--- config.mk ---
export PLATFORM = sky130hd
export DESIGN_NAME = ring_tap_ctl
export DESIGN_NICKNAME = d
export VERILOG_FILES = /design/src/rtl/ring_tap_pkg.sv /design/src/rtl/ring_tap_ctl_arb.sv /design/src/rtl/ring_tap_ctl.sv
export SDC_FILE = /design/constraint.sdc
export NUM_CORES = 1
export LEC_CHECK = 0
export ABC_AREA = 1
export BUFFER_PORTS_ARGS = -buffer_cell sky130_fd_sc_hd__buf_4
export CELL_PAD_IN_SITES_DETAIL_PLACEMENT = 1
export CELL_PAD_IN_SITES_GLOBAL_PLACEMENT = 1
export CORE_MARGIN = 2
export CORE_UTILIZATION = 18
export DETAILED_ROUTE_END_ITERATION = 10
export PLACE_DENSITY = 0.79
export SLEW_MARGIN = 15
export SYNTH_ARGS = -nofsm -noshare
export SYNTH_HDL_FRONTEND = slang
export SYNTH_HIERARCHICAL = 1
export SYNTH_SLANG_ARGS = --single-unit
--- constraint.sdc ---
create_clock -name clk -period 2.9 [get_ports clk]
set_input_delay 0.29 -clock clk [delete_from_list [all_inputs] [get_ports clk]]
set_output_delay 0.29 -clock clk [all_outputs]
set_load 0.03 [all_outputs]
--- src/rtl/ring_tap_pkg.sv ---
// Shared definitions for the bridge ring tap: port count, word framing codes and FSM state encodings.
package ring_tap_pkg;

  localparam int NUM_PORTS = 4;

  // pcode field sits in data[width-PCODE_HI : width-PCODE_LO] (offsets below the word width)
  localparam int PCODE_HI = 1;
  localparam int PCODE_LO = 2;

  localparam logic [1:0] PC_MOP  = 2'b00;
  localparam logic [1:0] PC_SOP  = 2'b01;
  localparam logic [1:0] PC_EOP  = 2'b10;
  localparam logic [1:0] PC_SEOP = 2'b11;

  typedef logic [0:0] ri_state_t;
  localparam ri_state_t RI_IDLE = 1'b0;
  localparam ri_state_t RI_PKT  = 1'b1;

  typedef logic [1:0] px_state_t;
  localparam px_state_t PX_IDLE = 2'd0;
  localparam px_state_t PX_PKT  = 2'd1;
  localparam px_state_t PX_DROP = 2'd2;

  typedef logic [1:0] grant_t;
  localparam grant_t GR_NONE = 2'b00;
  localparam grant_t GR_RING = 2'b01;
  localparam grant_t GR_PORT = 2'b10;

  function automatic logic is_sop(input logic [1:0] pc);
    return pc[0];
  endfunction

  function automatic logic is_eop(input logic [1:0] pc);
    return pc[1];
  endfunction

endpackage

--- src/rtl/ring_tap_ctl_arb.sv ---
// ring_pkt_arb: two-requester round-robin arbiter whose grant is held from SOP to EOP transfer.
module ring_pkt_arb
  import ring_tap_pkg::*;
(
  input  logic       clk,
  input  logic       reset,
  input  logic [1:0] req,
  input  logic       sop,
  input  logic       eop_xfer,
  output logic [1:0] grant
);

  logic   locked;
  grant_t owner;
  grant_t ptr;

  always_comb begin
    grant = GR_NONE;
    if (locked) begin
      grant = owner;
    end else begin
      unique case (req)
        2'b01:   grant = GR_RING;
        2'b10:   grant = GR_PORT;
        2'b11:   grant = ptr;
        default: grant = GR_NONE;
      endcase
    end
  end

  // After a packet completes, priority passes to the requester that did not just send.
  always_ff @(posedge clk) begin
    if (!reset) begin
      locked <= 1'b0;
      owner  <= GR_NONE;
      ptr    <= GR_RING;
    end else if (eop_xfer) begin
      locked <= 1'b0;
      ptr    <= (grant == GR_RING) ? GR_PORT : GR_RING;
    end else if (sop) begin
      locked <= 1'b1;
      owner  <= grant;
    end
  end

endmodule

--- src/rtl/ring_tap_ctl.sv ---
// Ring tap control core: steers ring traffic to port/ring and injects port RX traffic onto the ring.
// Optional saturating packet counters are built when RING_TAP_STATS_EN is defined.
module ring_tap_ctl
  import ring_tap_pkg::*;
#(
  parameter int rdp_sz  = 64,
  parameter int portnum = 0
) (
  input  logic                 clk,
  input  logic                 reset,
  input  logic                 ri_srdy,
  output logic                 ri_drdy,
  input  logic [rdp_sz-1:0]    ri_data,
  input  logic                 prx_srdy,
  output logic                 prx_drdy,
  input  logic [rdp_sz-1:0]    prx_data,
  input  logic                 fli_srdy,
  output logic                 fli_drdy,
  input  logic [NUM_PORTS-1:0] fli_data,
  output logic                 ro_srdy,
  input  logic                 ro_drdy,
  output logic [rdp_sz-1:0]    ro_data,
  output logic                 ptx_srdy,
  input  logic                 ptx_drdy,
  output logic [rdp_sz-1:0]    ptx_data
`ifdef RING_TAP_STATS_EN
  ,
  output logic [15:0]          stat_ring_drop,
  output logic [15:0]          stat_port_drop,
  output logic [15:0]          stat_ptx_pkts
`endif
);

  localparam logic [NUM_PORTS-1:0] SELF = NUM_PORTS'(1) << portnum;

  ri_state_t            ri_state;
  px_state_t            px_state;
  logic                 to_ptx_q, to_ro_q;
  logic [1:0]           ri_pc, px_pc, ro_pc;
  logic                 ri_head, ri_live, to_ptx, to_ro, ri_ok;
  logic                 px_head;
  logic [NUM_PORTS-1:0] eff;
  logic                 ring_req, port_req;
  logic [1:0]           grant;
  logic                 ro_ring_ok, ro_port_ok, ro_xfer;

  assign ri_pc = ri_data[rdp_sz-PCODE_HI:rdp_sz-PCODE_LO];
  assign px_pc = prx_data[rdp_sz-PCODE_HI:rdp_sz-PCODE_LO];
  assign ro_pc = ro_data[rdp_sz-PCODE_HI:rdp_sz-PCODE_LO];

  // Outside a packet, only an SOP starts one; any other word is junk and gets sunk.
  assign ri_head = (ri_state == RI_IDLE) & is_sop(ri_pc);
  assign ri_live = (ri_state == RI_PKT) | ri_head;
  assign to_ptx  = ri_head ? ri_data[portnum] : to_ptx_q;
  assign to_ro   = ri_head ? |(ri_data[NUM_PORTS-1:0] & ~SELF) : to_ro_q;

  assign px_head = (px_state == PX_IDLE) & is_sop(px_pc);
  assign eff     = fli_data & ~SELF;

  assign ring_req = ri_srdy & ri_live & to_ro;
  assign port_req = prx_srdy & ((px_head & fli_srdy & (eff != '0)) | (px_state == PX_PKT));

  ring_pkt_arb u_arb (
    .clk      (clk),
    .reset    (reset),
    .req      ({port_req, ring_req}),
    .sop      (ro_xfer & is_sop(ro_pc)),
    .eop_xfer (ro_xfer & is_eop(ro_pc)),
    .grant    (grant)
  );

  assign ro_ring_ok = (grant == GR_RING) & ro_drdy;
  assign ro_port_ok = (grant == GR_PORT) & ro_drdy;
  assign ri_ok      = (!to_ptx | ptx_drdy) & (!to_ro | ro_ring_ok);
  assign ro_xfer    = ro_srdy & ro_drdy;
  assign ptx_data   = ri_data;

  always_comb begin
    ri_drdy  = 1'b0;
    prx_drdy = 1'b0;
    fli_drdy = 1'b0;
    ro_srdy  = 1'b0;
    ptx_srdy = 1'b0;
    if (reset) begin
      // Each ring output waits for the other selected output so both copies move together.
      ri_drdy  = ri_live ? ri_ok : 1'b1;
      ptx_srdy = ri_srdy & ri_live & to_ptx & (!to_ro | ro_ring_ok);
      ro_srdy  = ri_srdy & ri_live & to_ro & (grant == GR_RING) & (!to_ptx | ptx_drdy);
      unique case (px_state)
        PX_IDLE: begin
          if (px_head) begin
            if (fli_srdy && eff != '0) begin
              ro_srdy  = ro_srdy | (prx_srdy & (grant == GR_PORT));
              prx_drdy = ro_port_ok;
            end else begin
              prx_drdy = fli_srdy;
            end
            fli_drdy = prx_srdy & prx_drdy;
          end else begin
            prx_drdy = 1'b1;
          end
        end
        PX_PKT: begin
          ro_srdy  = ro_srdy | (prx_srdy & (grant == GR_PORT));
          prx_drdy = ro_port_ok;
        end
        default: prx_drdy = 1'b1;
      endcase
    end
  end

  always_comb begin
    ro_data = ri_data;
    if (ri_head) ro_data[NUM_PORTS-1:0] = ri_data[NUM_PORTS-1:0] & ~SELF;
    if (grant == GR_PORT) begin
      ro_data = prx_data;
      if (px_head) ro_data[NUM_PORTS-1:0] = eff;
    end
  end

  always_ff @(posedge clk) begin
    if (!reset) begin
      ri_state <= RI_IDLE;
      to_ptx_q <= 1'b0;
      to_ro_q  <= 1'b0;
    end else if (ri_srdy && ri_drdy && ri_live) begin
      ri_state <= is_eop(ri_pc) ? RI_IDLE : RI_PKT;
      to_ptx_q <= to_ptx;
      to_ro_q  <= to_ro;
    end
  end

  always_ff @(posedge clk) begin
    if (!reset) begin
      px_state <= PX_IDLE;
    end else if (prx_srdy && prx_drdy) begin
      unique case (px_state)
        PX_IDLE: if (px_head && !is_eop(px_pc)) px_state <= (eff != '0) ? PX_PKT : PX_DROP;
        default: if (is_eop(px_pc)) px_state <= PX_IDLE;
      endcase
    end
  end

`ifdef RING_TAP_STATS_EN
  logic ring_drop_evt, port_drop_evt, ptx_evt;

  assign ring_drop_evt = ri_srdy & ri_drdy & ri_live & is_eop(ri_pc) & !to_ptx & !to_ro;
  assign port_drop_evt = prx_srdy & prx_drdy & is_eop(px_pc) &
                         ((px_state == PX_DROP) | (px_head & (eff == '0)));
  assign ptx_evt       = ptx_srdy & ptx_drdy & is_eop(ri_pc);

  always_ff @(posedge clk) begin
    if (!reset) begin
      stat_ring_drop <= '0;
      stat_port_drop <= '0;
      stat_ptx_pkts  <= '0;
    end else begin
      if (ring_drop_evt && stat_ring_drop != '1) stat_ring_drop <= stat_ring_drop + 16'd1;
      if (port_drop_evt && stat_port_drop != '1) stat_port_drop <= stat_port_drop + 16'd1;
      if (ptx_evt && stat_ptx_pkts != '1) stat_ptx_pkts <= stat_ptx_pkts + 16'd1;
    end
  end
`endif

endmodule

==> impl_metrics.csv <==
group,metric,value,unit
run,drv_cap,0,
global_route,grt_antenna_before_repair,0,
clock_tree,cts_sinks,10,
route,ant_nets,0,
synth,post-synth-top-area-cell,"nand2_1",
synth,synth-seq-area-share,9.52,%
sta,slew_headroom,78.7,%
placed_design,hpwl,8990,um
finish,syn2layout_area_growth,92.3,%
worst_setup_path,crit_end,"ro_data[0]",
worst_setup_path,r2r_slack,160,ps
synth,synth.net_count,548,
worst_setup_path,timing.rr.start,"px_state[1]",
clock_tree,clock_latency,240,ps
synth,synthXorXnorAreaFrac,0,%
clock_tree,cts_buffers,3,
pwr,power_density,328,mW/mm2
global_route,grt_overflow_total,0,
worst_setup_path,start_kind,"register",
pwr,p_int,715,uW
worst_setup_path,critPathMaxStageDelay,330,ps
route,drtIter0Drc,95,
sta,finalClockSkew,2.82,ps
pwr,pwr-share-comb,67.9,%
synth,yosysWarnings,6,
route,route.vias.total,3166,
route,vias_per_cell,4.15,
worst_setup_path,cp-end-kind,"output port",
clock_tree,htree_levels,1,
pwr,p_leak,0.00240,uW
sta,finalHoldViolations,0,
worst_setup_path,startpoint,"px_state[1]",
worst_setup_path,cp.required,2610,ps
sta,fin_tns_setup,0,ps
synth,synth.avg_cell_area,5.14,um2
route,dr.pass1.iters,4,
floorplanning,dieWidth,112,um
worst_setup_path,cp_cell_sequence,"inv_2 > nand2_4 > nor2_8 > nand3_4 > a21oi_2 > inv_1 > nor2_2 > a21oi_4 > inv_2 > inv_2 > nor2_4 > buf_4 > buf_12 > nand2_1 > o21ai_0 > buf_4",
route,routed_wl,10900,um
clock_tree,root_buffer,"clkbuf_16",
finish,fin_nets,759,
worst_setup_path,r2r-end,"u_arb/owner[0]",
sta,worst_slack,107,ps
global_route,grt_pass1_vias,3288,
synth,ys_ff_latch,10,
clock_tree,clk_pin_slew,40,ps
synth,synth_top_family_by_area,"simple AND/OR/NAND/NOR gates",
global_route,grt_pass1_wl,16200,um
finish,final_core_util,35.4,%
sta,fmaxAchievable,0.358,GHz
synth,synth_top_area_share,38.4,%
floorplanning,start_util,18.4,%
floorplanning,ios,272,
synth,synthAdderAreaFrac,0,%
global_route,grt_use_total,15.3,%
worst_setup_path,crit_path_max_fanout,28,
worst_setup_path,critical_path.top_delay_family,"buffers and inverters",
global_route,grt_max_degree,36,
pwr,seq_power_share,10.8,%
sta,setup_viol,0,
worst_setup_path,critPathSlowestCell,"dfxtp_2",
floorplanning,dieArea,0.0126,mm2
worst_setup_path,worstRegToRegCells,25,
clock_tree,cts.path.max_buffers,2,
worst_setup_path,critPathBufInv,7,
route,wl_per_cell,14.3,um
synth,synth_area_leaders,"nand2_1, buf_4, dfxtp_1",
worst_setup_path,critPathKind,"reg2out",
pwr,peakVddDrop,361,uV
placed_design,io_buffers,270,
worst_hold_path,min_path_type,"in2reg",
placed_design,post-place-ws,221,ps
floorplanning,num_rows,39,
floorplanning,core_area,0.0114,mm2
sta,tightestPinTransition,317,ps
pwr,clockPowerShare,21.3,%
placed_design,place.gp.congestion,0.873,
route,route.detailed.drc,0,
sta,post-route-period-util,96.3,%
worst_setup_path,worstSetupPathDepth,16,
run_status,status,"complete, no violations",
clock_tree,cts_tree,"built",
synth,synth-simple-area-share,51.2,%
pwr,switching_share,46.1,%
finish,final_cell_mix,"buf_4, nand2_1, inv_1, nor2_1, dfxtp_1",
worst_setup_path,cpMostUsedCell,"inv_2",
synth,synth_compound_area_share,6.61,%
synth,synth_cell_types,28,
sta,drv_slew,0,
synth,syn_inst,409,
finish,n_antenna_cell,0,
clock_tree,hold_buffers,0,
worst_setup_path,worst_ep_arrival_time,2500,ps
finish,final_common_cell,"buf_4",
sta,period_needed,2790,ps
synth,syn_area,0.00210,mm2
finish,drive_gt1_share,52.0,%
pwr,p_sw,611,uW
floorplanning,die_height,112,um
synth,synthMuxAreaShare,0,%
-- worst register-to-register path: cells and delay by family (launching register included) --
family	cells	cell delay [ps]
flip-flops	1	330
buffers and inverters	9	610
AO/OA/AOI/OAI	3	330
AND/OR/NAND/NOR	13	1390
-- worst min-delay path by stage --
stage               depth (start not counted)     endpoint     start
finish                                      3     to_ptx_q  ptx_drdy
global route                                3     to_ptx_q  ptx_drdy
CTS                                         3     to_ptx_q  ptx_drdy
detailed placement                          2      to_ro_q   to_ro_q
global placement                            2      to_ro_q   to_ro_q
floorplan                                   2  px_state[0]     reset
-- final cells by class --
| cell class | count | area, um2 |
|---|---|---|
| Multi-Input combinational cell | 287 | 1270 |
| Fill cell | 1525 | 7380 |
| Tap cell | 143 | 179 |
| Clock buffer | 4 | 88.8 |
| Inverter | 34 | 130 |
| Timing Repair Buffer | 284 | 2170 |
| Sequential cell | 10 | 201 |
-- sequential cells by signal (all words and copies together) (netlist names) --
register,cells
px_state,2
u_arb/owner,2
u_arb/ptr,2
ri_state,1
to_ptx_q,1
to_ro_q,1
u_arb/locked,1
-- stage by stage --
step           power, uW  std cells  cell area (um2)  hold WS [ps]
2_1_floorplan        663        409             2100           411
3_3_place_gp         999        749             3790           437
3_5_place_dp        1010        749             3790           450
4_1_cts             1300        753             3880           348
5_1_grt             1390        762             4040           366
6_report            1330        762             4040           343
-- cell families (layout without fill, tap and decap cells) --
kind of cell | after synthesis | count (layout)
buffers and inverters | 112 | 322
AOI/OAI and AO/OA | 23 | 23
DFF | 10 | 10
and+or+nand+nor | 264 | 264
-- per-layer routing --
metal	track usage, %	wire [um]	share of wire (%)	vias to the layer above
li1	-	-	-	1588
met1	16.6	3940	36	1441
met2	31.5	6170	57	117
met3	1.46	514	4.7	20
met4	3.66	257	2.4	0
met5	0	0	0	-
-- power groups by stage --
| stage | clock [uW] | sequential, uW | combinational [uW] |
|---|---|---|---|
| after CTS | 281 | 143 | 873 |
| after floorplan | 0 | 145 | 517 |
| after global routing | 291 | 144 | 955 |
| final | 282 | 143 | 900 |
| after detailed placement | 0 | 146 | 869 |
| after global placement | 0 | 146 | 853 |
-- synthesized netlist by cell type --
cell	n
a21oi_4	1
dfxtp_1	10
nor2_1	20
inv_2	7
buf_4	65
a21oi_2	2
o22ai_1	1
o21ai_0	5
buf_2	6
nand2_1	215
clkbuf_1	5
o21ai_1	5
a21oi_1	8
clkinv_1	1
nand3_2	1
nand2_4	1
nor2_8	1
inv_1	26
and2_1	2
nor3_1	1
nor4_1	1
nand2_2	3
o21ai_2	1
buf_6	2
nand4_1	4
nor3_2	1
nand3_1	10
nor2_2	4
-- what timing repair did --
| action | in CTS | in global routing |
|---|---|---|
| endpoints found under the setup margin | 4 | 68 |
| pin swaps | 0 | 8 |
| gates resized for setup | 1 | 25 |
| setup buffers | 0 | 9 |
| hold endpoints to repair | 0 | 0 |
Power figures use the tool's default switching activity.
